`src/rtl/product_accumulator.sv`:
```
// Sums N_TERMS signed 64-bit products into a guard-bit accumulator per batch.
// The finished sum is held on acc_out/out_valid until the next stage takes it.
module product_accumulator #(
  parameter int N_TERMS   = 8,
  parameter int GUARD     = 8,
  parameter int ACC_WIDTH = 64 + GUARD
) (
  input  logic                 clk,
  input  logic                 reset,
  input  logic                 en,
  input  logic                 start,
  input  logic                 prod_valid,
  input  logic [63:0]          prod_in,
  output logic                 busy,
  output logic [ACC_WIDTH-1:0] acc_out,
  output logic                 out_valid,
  input  logic                 out_ready,
  output logic [8:0]           term_count
);

  // Handshake: the sum transfers on the rising edge where out_valid, out_ready
  // and en are all high; acc_out/out_valid never change while waiting for that.
  typedef enum logic [1:0] {IDLE = 2'd0, ACCUM = 2'd1, DONE = 2'd2} state_t;

  localparam logic [8:0] LAST_IDX = 9'(N_TERMS - 1);

  state_t                 state, state_n;
  logic [ACC_WIDTH-1:0]   acc, acc_n, acc_out_n, sum;
  logic [8:0]             cnt_n;
  logic                   out_valid_n;

  assign sum  = acc + {{GUARD{prod_in[63]}}, prod_in};
  assign busy = (state != IDLE);

  always_comb begin
    state_n     = state;
    acc_n       = acc;
    cnt_n       = term_count;
    acc_out_n   = acc_out;
    out_valid_n = out_valid;
    if (en) begin
      case (state)
        IDLE: begin
          if (start) begin
            state_n = ACCUM;
            acc_n   = '0;
            cnt_n   = '0;
          end
        end
        ACCUM: begin
          if (prod_valid) begin
            acc_n = sum;
            cnt_n = term_count + 9'd1;
            if (term_count == LAST_IDX) begin
              state_n     = DONE;
              acc_out_n   = sum;
              out_valid_n = 1'b1;
            end
          end
        end
        DONE: begin
          if (out_ready) begin
            state_n     = IDLE;
            out_valid_n = 1'b0;
          end
        end
        default: state_n = IDLE;
      endcase
    end
  end

  always_ff @(posedge clk) begin
    if (reset) begin
      state      <= IDLE;
      acc        <= '0;
      term_count <= '0;
      acc_out    <= '0;
      out_valid  <= 1'b0;
    end else begin
      state      <= state_n;
      acc        <= acc_n;
      term_count <= cnt_n;
      acc_out    <= acc_out_n;
      out_valid  <= out_valid_n;
    end
  end

endmodule

```
`config.mk`:
```
export PLATFORM = sky130hd
export DESIGN_NAME = product_accumulator
export DESIGN_NICKNAME = d
export VERILOG_FILES = /design/src/rtl/product_accumulator.sv
export SDC_FILE = /design/constraint.sdc
export NUM_CORES = 1
export LEC_CHECK = 0
export CORE_MARGIN = 8
export CORE_UTILIZATION = 59
export CTS_CLUSTER_DIAMETER = 100
export DETAILED_ROUTE_END_ITERATION = 7
export PLACE_DENSITY = 0.86
export SYNTH_ARGS = -nofsm -noshare
export SYNTH_HDL_FRONTEND = slang
export SYNTH_SLANG_ARGS = --single-unit
export TNS_END_PERCENT = 1
```
`constraint.sdc`:
```
create_clock -name clk -period 7.2 [get_ports clk]
set_input_delay 1.8 -clock clk [delete_from_list [all_inputs] [get_ports clk]]
set_output_delay 1.8 -clock clk [all_outputs]
set_load 0.05 [all_outputs]
```
Yosys cells after proc, flatten, opt, wreduce, memory -nomap -nowiden. Cells that the tools add are included. W data, S select, Z words.

Bits in registers: 156. Latch bits: 0. Bits in writable memories: 0. ROM bits: 0. Output and inout port bits: 83. Word-level logic and storage cells: 37. Memories kept: 0.

$add $sub $neg: 2. Multiply operators: 0. Div/mod/pow operators: 0. Order comparisons: 0. Eq/ne operators: 7. Shift-type cells: 0. Mux-type cells: 15. Bitwise operators: 0. Reductions and logical operators: 8.

Operators with widths (count): $mux W72 (2); $pmux W72 S2 (1); $add A72 B72 Y72 (1); $mux W9 (2); $pmux W9 S2 (1); $reduce_and A5 Y1 (2); $add A9 B1 Y9 const B (1); $eq A9 B3 Y1 const B (1); $mux W2 (4); $ne A2 B2 Y1 const B (4); $reduce_and A4 Y1 (2); $pmux W2 S3 (1); $reduce_bool A2 Y1 (3); $mux W1 (3); $eq A2 B1 Y1 const B (1); $eq A2 B2 Y1 const B (1); $logic_not A2 Y1 (1); $pmux W1 S2 (1).

Depth between registers and ports, before layout. Gate-level depths: netlist of run 1.

Depth after elaboration: 4. Depth in mapped cells: 12. Mapped depth without buffers: 12.

Worst setup path before layout of run 1. No wires, ideal clock.

Kind: input -> register. Start: input prod_in[0]. End: register acc_out[70]. Library setup time: 0.058 ns. Arrival: 4.472 ns. Data required time: 7.142 ns. Path slack: 2.669 ns. Stages: 12. Buffers on the path: 0. Path through: ha_1 -> fa_1 -> a211oi_1 -> o21bai_2 -> a21oi_1 -> o311ai_1 -> o31ai_1 -> o21ai_1 -> a21oi_2 -> o21ai_0 -> nor4b_1 -> a211o_1.

Longest elaborated chain between the ends: 1.

Ends and longest elaborated chain: start: declaration (RTL line 13) `input logic [63:0] prod_in,`; $add A72 B72 Y72 (RTL line 32) `assign sum = acc + {{GUARD{prod_in[63]}}, prod_in};`; end signal: assignment (RTL line 83) `acc_out <= acc_out_n;`; end: declaration (RTL line 15) `output logic [ACC_WIDTH-1:0] acc_out,`.

Every way passes these cells. A chain may end at the register's enable or synchronous reset.

Worst setup path after layout of run 1.
Start: input prod_in[0]. End: register acc_out[58].

The elaborated chain is that of the path after synthesis.

==> results of run 1 <==
cells in the final DEF, fill, tap and decap left out, types with 4 or more instances in the layout:
cell type,instances
a211o_1,4
a211oi_1,14
a21boi_0,8
a21o_1,31
a21oi_1,161
a22o_1,24
a22oi_1,28
a31oi_1,7
and2_1,7
and4_1,5
buf_4,9
clkbuf_16,17
clkdlybuf4s50_1,151
dfxtp_1,156
ha_1,72
inv_1,17
inv_6,6
nand2_1,205
nand2b_1,11
nand3_1,13
nand3b_1,12
nand4_1,37
nand4b_1,4
nor2_1,87
nor2b_1,12
nor3_1,23
nor3b_1,5
nor4b_1,5
o211ai_1,10
o21a_1,10
o21ai_0,80
o21ai_1,5
o21bai_1,16
o31ai_1,7
or3_1,10
or4_1,7
xnor2_1,35
xor2_1,38
sequential cells by signal, summed over array words and instances, names as in the netlist:
name / cells
acc_out: 72
state: 2
term_count: 9
acc: 72
out_valid: 1
cells by family after synthesis:
logic type | synth area share, %
simple gates | 21.7
mux | 0.302
xor+xnor | 6.42
fa+ha+maj | 9.25
buf+inv | 3.77
compound gates | 27.2
flops | 31.4
cell usage after synthesis, drive strengths merged, types with 3 or more instances:
cell / count
a21o: 31
o21bai: 17
a211o: 4
a21oi: 164
and4: 5
xor2: 38
o21a: 10
or4: 7
buf: 7
and3: 3
dfxtp: 156
or3: 10
and2: 9
a22oi: 28
nand4b: 4
a31oi: 7
nand3b: 12
nor4b: 5
nor4: 3
nand2b: 11
a211oi: 14
nor2b: 12
o211ai: 10
inv: 17
ha: 72
mux2i: 3
o31ai: 7
clkbuf: 75
nor3: 23
nand3: 13
nand2: 206
nor3b: 5
or2: 3
xnor2: 35
a21boi: 8
nand4: 37
o21ai: 86
a22o: 24
nor2: 88
metrics by stage:
stage | std cells | worst slack, ns | hold WS (ns)
finish | 1620 | 1.98 | 0.455
global route | 1620 | 1.66 | 0.477
CTS | 1620 | 2.02 | 0.456
global placement | 1588 | 1.75 | 0.438
detailed placement | 1588 | 1.60 | 0.447
floorplan | 1290 | 2.67 | 0.429
metal layers:
metal / vias to the layer above / GRT usage (%) / wire (um) / share of wire [%]
met5: - / 0 / 9 / 0.030
met4: 2 / 10.4 / 728 / 2.4
met3: 70 / 7.06 / 2190 / 7.4
met2: 377 / 47.6 / 14200 / 48
met1: 4756 / 32.2 / 12600 / 42
li1: 4852 / - / - / -
worst max path at each step:
stage,cells past startpoint,to,start
2_1_floorplan,12,acc_out[70]$_SDFFE_PP0P_,prod_in[0]
3_3_place_gp,13,acc_out[58]$_SDFFE_PP0P_,prod_in[0]
3_5_place_dp,13,acc_out[58]$_SDFFE_PP0P_,prod_in[0]
4_1_cts,13,acc_out[58]$_SDFFE_PP0P_,prod_in[0]
5_1_grt,13,acc_out[58]$_SDFFE_PP0P_,prod_in[0]
6_report,13,acc_out[58]$_SDFFE_PP0P_,prod_in[0]
layout make-up:
cell class | count | share of cell area [%]
clock inverter | 15 | 1.48
sequential | 156 | 25.8
timing repair buffer | 160 | 13.0
multi-input combinational | 1035 | 53.4
inverter | 17 | 0.527
tap | 220 | 2.27
clock buffer | 17 | 3.51
worst min-delay path, stage by stage (launching register included):
cell     delay, ns
dfxtp_1       0.31
nand2_1       0.05
a21oi_1       0.05
power by group:
group,switching (mW),internal (mW)
clock,0.422,0.525
sequential,0.00545,0.871
combinational,0.166,0.110
total,0.593,1.51
==> run summary, run 1 <==
Status - complete, no violations
P&R area growth vs syn - 21.7%
Max stage delay cell, worst path - o31ai_1
Clock Skew - 0.0106 ns
Die H - 146 um
Post-synth EDFFs - 0
Flops & latches, synth - 156
Total grt overflow - 0
RePlAce Congestion - 0.950
Reg-to-Reg Start - acc[0]$_SDFFE_PP0P_
Arrival time at the worst endpoint - 5.60 ns
Clk_lat worst skew - 0.44 ns
# rows - 47
Vias - 10,100
Power Density - 173 nW/um^2
Deepest clock path buffer count - 2
Achievable clock frequency - 192 MHz
Cell family with most CP delay - compound AO/OA/AOI/OAI gates
Hpwl dp - 21,800 um
Synth area leaders - dfxtp_1 31%, ha_1 9.1%, a21oi_1 8.1%
Vias in the first global route - 10,100
Pwr Total - 2.10 mW
Core area - 16,500 um^2
Worst relative slew slack - 37.9%
CTS tree - done
Via density - 6.21
Clock Sinks - 156
Fin crit period - 5.22 ns
CTS Root Buffer Type - clkbuf_16
R2r endpoint - acc_out[58]$_SDFFE_PP0P_
Largest area contributor in the netlist - dfxtp_1
# setup viols final - 0
Fill cells - 1,295
Hold Fails Final Rpt - 0
Worst Setup Start Kind - primary input
Critical path fanouts, max - 4
Drt drc - 0
Worst reg-to-reg setup slack - 3.44 ns
Final core utilization - 73.3%
WHS Endpoint - acc_out[36]$_SDFFE_PP0P_
Yosys Warn Count - 0
Initial Utilization - 60.2%
H-tree Lvls - 4
Synthesized Nets - 1,433
Port buffer count - 152
Mapped Area - 9950 um^2
Synth top area share - 31.4%
Chip Width - 146 um
Routed WL - 29,700 um
Fin crit share - 72.5%
Buf+Inv Stages, Crit Path - 1
TritonCTS Buffers - 17
Global-route wire length before repair - 49,200 um
Post-detailed-route wirelength per cell - 18.4 um
Ys async rst share - 0%
R2r worst-path depth - 12
Multi-input logic area - 6460 um^2
Mapped Cells - 1,290
Hold Path Class - reg2reg
Seq. cell area - 3120 um^2
Clock Pin Slew Worst Setup and Hold Paths - 0.07 ns
Nature of the critical path endpoint - flip-flop
Critical path class - in2reg
Initial antenna violation count - 1
WHS Path Cells - 2
ANT cells - 0
Leakage - 4.78 nW
Post-CTS Resized - 0
Slew Limit Fails - 0
Gr usage total - 27.6%
Most used DFF post-synth - dfxtp_1
RSZ-0062 raised after global routing - false
Pin count of the biggest net entering global routing - 72
Post-layout instance area - 12,100 um^2
I/O pins - 153
Hold Crit Start - acc_out[36]$_SDFFE_PP0P_
TritonRoute pass-1 iters - 5
Fin nets - 1,530
Syn Area/Cell - 7.71 um^2
Max IR drop VDD - 173 uV
Critical Path RT - 7.58 ns
Ratio of cells with drive above 1 in the final layout - 4.07%
Final setup TNS - 0 ns
Routed Antenna Nets - 0
Initial DRC Count - 650
Area after DPL - 11,500 um^2
Worst-Margin Slew - 0.932 ns
Sequential-to-total area share from yosys stat - 31.4%
Critical Path, Cell by Cell - clkdlybuf4s50_1, ha_1, fa_1, a211oi_1, o21bai_2, a21oi_1, o311ai_1, o31ai_1, o21ai_1, a21oi_2, o21ai_0, nor4b_1, a211o_1
Die area - 21,300 um^2
Maxcap violations - 0
Hold-fix buffers, CTS - 0
Post-CTS Setup Inserts - 0
Distinct cells, synth - 61
Delay of the slowest critical-path stage - 0.52 ns
Note: power is estimated with default switching activity, not from simulation.
==> inputs of run 2 (changes only) <==
CORE_UTILIZATION = 55   (was 59)
PLACE_DENSITY = 0.81   (was 0.86)
clock period = 5.2 ns   (was 7.2 ns; I/O delays follow)
==> run 2 against run 1 <==
  * Cell area is 0.94% higher
  * Sequential cell count did not move
  * Critical path depth is 1 higher
  * Largest cell class unchanged
==> run summary, run 2 (synthesis results as in run 1) <==
Fin nets - 1,538 (was 1,530)
Achievable clock frequency - 217 MHz
I/O pins - 153 (unchanged)
Post-CTS Setup Inserts - 0 (unchanged)
TritonCTS Buffers - 17 (unchanged)
Final core utilization - 68.5% (was 73.3%)
Deepest clock path buffer count - 2 (unchanged)
Worst Setup Start Kind - primary input (unchanged)
Top Registers - acc: 72 flops, acc_out: 72 flops, term_count: 9 flops (unchanged)
ANT cells - 0 (unchanged)
Power Density - 244 nW/um^2 (was 173 nW/um^2)
Total grt overflow - 0 (unchanged)
H-tree Lvls - 4 (unchanged)
Hold Path Class - reg2reg (unchanged)
Hold Fails Final Rpt - 0 (unchanged)
Routed WL - 29,500 um (was 29,700 um)
Worst setup margin - 0.594 ns (was 1.98 ns)
Initial Utilization - 55.8% (was 60.2%)
CTS tree - done (unchanged)
Max IR drop VDD - 230 uV (was 173 uV)
Initial DRC Count - 784 (was 650)
Gr usage total - 26.2% (was 27.6%)
Port buffer count - 152 (unchanged)
# setup viols final - 0 (unchanged)
Die H - 151 um (was 146 um)
Area after DPL - 11,600 um^2 (was 11,500 um^2)
Hpwl dp - 22,000 um (was 21,800 um)
Worst relative slew slack - 45.2% (was 37.9%)
# rows - 49 (was 47)
Fin cells - 1,637 (was 1,620)
Maxcap violations - 0 (unchanged)
Fin crit share - 88.6%
Drt drc - 0 (unchanged)
Critical path class - in2reg (unchanged)
Arrival time at the worst endpoint - 4.98 ns (was 5.60 ns)
Commonest non-fill, non-tap cell in the layout - nand2_1 (unchanged)
Post-layout instance area - 12,200 um^2 (was 12,100 um^2)
Slew Limit Fails - 0 (unchanged)
Vias in the first global route - 9,664 (was 10,100)
Nature of the critical path endpoint - flip-flop (unchanged)
Ratio of cells with drive above 1 in the final layout - 4.62% (was 4.07%)
Initial antenna violation count - 1 (unchanged)
Clock Pin Slew Worst Setup and Hold Paths - 0.07 ns (about the same)
TritonRoute pass-1 iters - 6 (was 5)
Pin count of the biggest net entering global routing - 48 (was 72)
Routed Antenna Nets - 0 (unchanged)
Via density - 6.02 (was 6.21)
Fill cells - 1,509 (was 1,295)
Final setup TNS - 0 ns (unchanged)
Hold-fix buffers, CTS - 0 (unchanged)
RSZ-0062 raised after global routing - false (unchanged)
Fin crit period - 4.61 ns
Post-CTS Resized - 0 (unchanged)
Clock Skew - 0.0131 ns (was 0.0106 ns)
Pwr Total - 2.99 mW (was 2.10 mW)
Placed Cells - 1,605 (was 1,588)
CTS Root Buffer Type - clkbuf_16 (unchanged)
Post-detailed-route wirelength per cell - 18.0 um (was 18.4 um)
Min Hold Slack - 0.454 ns (was 0.455 ns)
Critical Path RT - 5.58 ns (was 7.58 ns)
Most frequent cells in the layout - 205 x nand2_1, 161 x a21oi_1, 156 x dfxtp_1 (unchanged)
Leakage - 4.83 nW (was 4.78 nW)
RePlAce Congestion - 0.938 (was 0.950)
Chip Width - 151 um (was 146 um)
Place WS - 0.278 ns (was 1.60 ns)
Clock Sinks - 156 (unchanged)
Critical path fanouts, max - 4 (unchanged)
Core area - 17,800 um^2 (was 16,500 um^2)
P&R area growth vs syn - 22.8% (was 21.7%)
Global-route wire length before repair - 48,300 um (was 49,200 um)
Die area - 22,700 um^2 (was 21,300 um^2)
Clk_lat worst skew - 0.44 ns (about the same)
Vias - 9,862 (was 10,100)
Status - complete, no violations (unchanged)
Worst-Margin Slew - 0.822 ns (was 0.932 ns)
[run 2: cell count changes in the layout (fill, tap and decap cells not counted)]
cell | before | now
bufinv_16 | 2 | 4
clkinv_4 | 2 | 0
clkinv_2 | 2 | 0
buf_4 | 9 | 17
clkinv_8 | 1 | 0
inv_8 | 2 | 3
clkinvlp_4 | 0 | 2
[run 2: area by class of cell]
| class | count | area, um^2 | area share [%] |
|---|---|---|---|
| clock buffer | 17 | 425 | 3.48 |
| clock inverter | 15 | 221 | 1.81 |
| inverter | 17 | 63.8 | 0.522 |
| multi-input combinational | 1035 | 6460 | 52.9 |
| sequential | 156 | 3120 | 25.6 |
| tap | 229 | 287 | 2.34 |
| timing repair buffer | 168 | 1640 | 13.4 |
[run 2: per-layer routing]
metal / track usage (%) / vias up / share of wire, %
li1: - / 4861 / -
met3: 5.77 / 52 / 6.9
met5: 0 / - / 0.044
met4: 8.45 / 2 / 1.9
met2: 44.9 / 339 / 48
met1: 31.9 / 4608 / 43
[run 2: final timing paths]
| kind | startpoint | end | slack [ns] | cells past startpoint |
|---|---|---|---|---|
| worst max register to register | acc[0]$_SDFFE_PP0P_ | acc_out[58]$_SDFFE_PP0P_ | 1.59 | 13 |
| worst min-delay path | acc_out[2]$_SDFFE_PP0P_ | acc_out[2]$_SDFFE_PP0P_ | 0.45 | 2 |
| worst min register to register | acc_out[2]$_SDFFE_PP0P_ | acc_out[2]$_SDFFE_PP0P_ | 0.45 | 2 |
| worst max-delay path | prod_in[0] | acc_out[58]$_SDFFE_PP0P_ | 0.59 | 14 |
[run 2: worst max-delay path, cell delays in order]
cell and delay [ns]:
clkdlybuf4s50_1 0.41, ha_1 0.23, fa_1 0.43, a211oi_1 0.30
o21bai_2 0.14, a21oi_1 0.25, o311ai_1 0.20, o31ai_1 0.26
buf_4 0.16, o21ai_1 0.14, a21oi_2 0.37, o21ai_0 0.29
nor4b_1 0.34, a211o_1 0.15
[run 2: report_power, final]
part           switching [mW]  internal (mW)
Clock                   0.570          0.823
Sequential            0.00734           1.21
Combinational           0.228          0.154
